===== config.mk =====
export PLATFORM = sky130hd
export DESIGN_NAME = hazard_scoreboard
export DESIGN_NICKNAME = d
export VERILOG_FILES = /design/src/rtl/hazard_scoreboard.sv
export SDC_FILE = /design/constraint.sdc
export NUM_CORES = 1
export LEC_CHECK = 0
export BUFFER_PORTS_ARGS = -buffer_cell sky130_fd_sc_hd__buf_2
export CORE_ASPECT_RATIO = 0.7
export CORE_MARGIN = 10
export CORE_UTILIZATION = 47
export CTS_BUF_LIST = sky130_fd_sc_hd__clkbuf_8 sky130_fd_sc_hd__clkbuf_16
export DETAILED_ROUTE_END_ITERATION = 16
export GPL_ROUTABILITY_DRIVEN = 0
export HOLD_SLACK_MARGIN = 0.02
export SETUP_SLACK_MARGIN = 0.05
export SLEW_MARGIN = 20
export SYNTH_ARGS = -nofsm -noshare
export SYNTH_HDL_FRONTEND = slang
export SYNTH_SLANG_ARGS = --single-unit

===== constraint.sdc =====
create_clock -name clk_i -period 7.1 [get_ports clk_i]
set_clock_uncertainty 0.2 [all_clocks]
set_input_delay 0.71 -clock clk_i [delete_from_list [all_inputs] [get_ports clk_i]]
set_output_delay 0.71 -clock clk_i [all_outputs]
set_load 0.01 [all_outputs]

===== src/rtl/hazard_scoreboard.sv =====
// Per-register pending-latency scoreboard for ID-stage RAW/WAW hazard detection.
// Optional perf counters are enabled by defining HAZARD_PERF_EN.
module hazard_scoreboard #(
    parameter int REG_ADDR_W = 5,
    parameter int NUM_SRC    = 2,
    parameter int MAX_LAT    = 4,
    localparam int CW        = $clog2(MAX_LAT + 1),
    localparam int NREG      = 2 ** REG_ADDR_W
) (
    input  logic                          clk_i,
    input  logic                          rst_i,
    input  logic                          id_valid_i,
    input  logic [NUM_SRC*REG_ADDR_W-1:0] id_rs_i,
    input  logic [NUM_SRC-1:0]            id_rs_use_i,
    input  logic                          id_we_i,
    input  logic [REG_ADDR_W-1:0]         id_rd_i,
    input  logic [CW-1:0]                 id_lat_i,
    input  logic                          flush_i,
    output logic                          stall_o,
    output logic                          pc_write_o,
    output logic                          if_id_write_o,
    output logic                          bubble_o,
`ifdef HAZARD_PERF_EN
    output logic [31:0]                   perf_stall_cnt_o,
    output logic [15:0]                   perf_waw_cnt_o,
`endif
    output logic [NUM_SRC-1:0]            haz_src_o
);

    logic [CW-1:0]      cnt_reg [NREG];
    logic [CW-1:0]      lat_eff;
    logic [NUM_SRC-1:0] raw;
    logic               waw;
    logic               hazard;
    logic               issue;

    assign lat_eff = (id_lat_i > CW'(MAX_LAT)) ? CW'(MAX_LAT) : id_lat_i;

    generate
        for (genvar gi = 0; gi < NUM_SRC; gi++) begin : g_src
            logic [REG_ADDR_W-1:0] rs;
            assign rs      = id_rs_i[gi*REG_ADDR_W +: REG_ADDR_W];
            assign raw[gi] = id_valid_i & id_rs_use_i[gi] & (rs != '0) & (cnt_reg[rs] != '0);
        end
    endgenerate

    // A younger write may not complete before an older in-flight write to the same rd.
    assign waw    = id_valid_i & id_we_i & (id_rd_i != '0) & (cnt_reg[id_rd_i] > lat_eff);
    assign hazard = ~flush_i & ((|raw) | waw);
    assign issue  = id_valid_i & ~flush_i & ~hazard;

    // Outputs are held inactive while reset is asserted.
    assign stall_o       = rst_i & hazard;
    assign pc_write_o    = ~stall_o;
    assign if_id_write_o = ~stall_o;
    assign bubble_o      = rst_i & (hazard | flush_i);
    assign haz_src_o     = (rst_i & ~flush_i) ? raw : '0;

    always_ff @(posedge clk_i) begin
        if (!rst_i) begin
            for (int r = 0; r < NREG; r++) begin
                cnt_reg[r] <= '0;
            end
        end else begin
            for (int r = 0; r < NREG; r++) begin
                // A fresh issue to r overrides the countdown; x0 is never recorded.
                if (issue && id_we_i && (r != 0) && (id_rd_i == REG_ADDR_W'(r))) begin
                    cnt_reg[r] <= lat_eff;
                end else if (cnt_reg[r] != '0) begin
                    cnt_reg[r] <= cnt_reg[r] - CW'(1);
                end
            end
        end
    end

`ifdef HAZARD_PERF_EN
    always_ff @(posedge clk_i) begin
        if (!rst_i) begin
            perf_stall_cnt_o <= '0;
            perf_waw_cnt_o   <= '0;
        end else begin
            if (stall_o && (perf_stall_cnt_o != '1)) begin
                perf_stall_cnt_o <= perf_stall_cnt_o + 32'd1;
            end
            if (waw && stall_o && (perf_waw_cnt_o != '1)) begin
                perf_waw_cnt_o <= perf_waw_cnt_o + 16'd1;
            end
        end
    end
`endif

endmodule


==> results.cfg <==
[outcome]
outcome = finished clean

[yosys]
synth_compound_area_frac = 0.08848
synthFlopType = edfxtp_1
ys_top_cells_by_area = edfxtp_1 33%, ha_1 9.5%, mux4_2 8.9%
syn_area_sq_um = 8852
synth_top_family_by_area = multiplexers
ys_seq_area_frac = 0.3257
synth_fp_nets = 984
yosysMostFrequentCell = inv_1
synth_top_area_cell = edfxtp_1
netlist_instances = 892
synth-edff-count = 96
synth_warnings = 0
synth.distinct_cells = 56
yosys.area_share.xor_xnor = 0.006926
synth-adder-area-share = 0.09470
yosys.area.top_type_share = 0.3257
synthMuxAreaShare = 0.2184
async_reset_ff_frac = 0
ys_seq_elements = 96
synthTopCellsByCount = 100 x inv_1, 96 x edfxtp_1, 77 x nor2_1, 67 x ha_1, 57 x mux2i_1
yosys.area_share.simple = 0.1936
syn_area_per_cell_sq_um = 9.924

[timing]
report.final.setup_viol = 0
post-route-period-util = 0.8340
hold_viol = 0
final.min_clock_period_ns = 5.922
tns_ns = 0
clock.fmax_mhz = 168.9
drv_slew = 0
slew_headroom = 0.3721
grt_setup_unrepaired = false
worstMarginPinSlew_ns = 0.9347

[grt]
grt_max_degree = 71
gr-usage-all-layers = 0.2200
grt_pass1_vias = 7512
antenna_found_initial = 0
grt_pass1_wl_mm = 42.58
grt_overflow = 0

[critical_path]
worst-path-buf-inv = 4
timing.critical_path.from_type = input port
cpMostUsedCell = o21a_1
end_kind = output port
cp_slowest_stage_delay_ns = 0.69
crit_family = multiplexers
cp_max_fo = 35
worstPathArrival_ns = 5.01
crit_type = in -> out
crit_required_ns = 6.19
r2r_slack_ns = 2.30
worstPathCellList = buf_2 -> mux4_2 -> mux4_2 -> mux2_2 -> ha_1 -> nor2b_1 -> o21a_1 -> o221a_2 -> inv_1 -> o21a_1 -> buf_12 -> nand2_1 -> o21a_1 -> buf_2
slowest_stage = buf_2

[floorplan]
rows = 41
die_h_um = 134.8
die_w_um = 184.0
io_pins = 31
initial_utilization = 0.4847
design.die.area_sq_um = 24810
fp.coreArea_sq_um = 18260

[finish]
largest_register_ffs = 96
final_nets = 971
diodes = 0
syn_to_final_growth_pct = 5.583
layoutNonFillerInstCount = 1119
drive_above_1_share = 0.1552

[clock_network]
cts_tree = yes
cts_sinks = 96
clock_latency_ns = 0.36
cts-root-buf = clkbuf_16
cts_made_buffers = 9
cts_buffer_depth = 2
clkTransAtPathRegs_ns = 0.06
postCtsHoldBufs = 0
cts_resized = 0
htreeDepth = 3
postCtsSetupBuffers = 0

[drt]
avgRoutedWirePerCell_um = 24.56
drt-initial-drc-count = 893
remaining_drc_errors = 0
drt_pre_antenna_iters = 8
ant_nets = 0
vias = 7536
wirelength_mm = 27.48
viasPerCell = 6.735

[power_and_ir_drop]
ir_worst_vdd_mv = 0.1717
leakage_nw = 3.784
power.total_w = 0.003537
power_density_nw_per_um2 = 378.4

[place]
place_inst = 1104
hpwl_mm = 20.13
io_buffers = 30

[min_path]
hp-class = reg -> reg

[flow_run]
maxCapViolations = 0
-- through the flow --
stage	utilization	hold WS [ns]	area (sq um)	setup slack, ns
2_1_floorplan	-	0.3737	8852	1.580
3_3_place_gp	0.4978	0.4353	9091	1.368
3_5_place_dp	0.4978	0.4449	9091	1.214
4_1_cts	0.5118	0.4467	9346	1.212
5_1_grt	0.5118	0.4661	9346	0.9638
6_report	0.5118	0.4446	9346	1.178
-- path summary, 6_finish.rpt --
check / start / to / cells past startpoint
max: id_rd_i[0] / bubble_o / 14
min: cnt_reg[21][0]$_SDFFCE_PN0P_ / cnt_reg[21][0]$_SDFFCE_PN0P_ / 1
max reg2reg: cnt_reg[7][1]$_SDFFCE_PN0P_ / cnt_reg[18][2]$_SDFFCE_PN0P_ / 12
min reg2reg: cnt_reg[21][0]$_SDFFCE_PN0P_ / cnt_reg[21][0]$_SDFFCE_PN0P_ / 1
-- where the power goes --
group / leakage [nW] / internal [W] / total (W) / switching, W
logic: 2.60 / 0.000827 / 0.00168 / 0.000856
clock network: 0.125 / 0.000231 / 0.000448 / 0.000217
registers: 1.06 / 0.00101 / 0.00141 / 0.000400
total: 3.78 / 0.00206 / 0.00354 / 0.00147
-- layer usage --
metal  GRT usage  routed length (um)
met1      0.2957               11920
met2      0.3193               11500
met3     0.08173                3571
met4     0.07033                 496
met5           0                   0
-- cell families after synthesis --
logic type	after synthesis
flops	96
buf+inv	160
compound gates	108
simple gates	311
fa+ha+maj	67
mux	143
xor+xnor	7
-- placed cells by master (no fill, tap or decap), types with 10 or more instances in the layout --
cell / Yosys / layout
nand3b_1: 10 / 10
nand3_1: 19 / 19
nor3_1: 30 / 30
nand2_1: 37 / 37
mux4_2: 35 / 35
nor2b_1: 14 / 14
o21ai_0: 23 / 23
nor4_1: 26 / 26
nand2b_1: 17 / 17
edfxtp_1: 96 / 96
ha_1: 67 / 67
nand4_1: 29 / 29
inv_1: 100 / 102
nand4b_1: 21 / 21
a31oi_1: 23 / 23
nor2_1: 77 / 77
mux2_2: 49 / 49
buf_2: 16 / 29
mux2i_1: 57 / 57
-- area by class of cell --
type | instances | area [sq um]
Timing Repair Buffer | 35 | 202.7
Clock buffer | 9 | 225.2
Inverter | 101 | 379.1
Clock inverter | 6 | 30.03
Tap cell | 236 | 295.3
Multi-Input combinational cell | 636 | 5331
Fill cell | 1634 | 8916
Sequential cell | 96 | 2883
No activity file was read; power rests on OpenSTA's default activity.
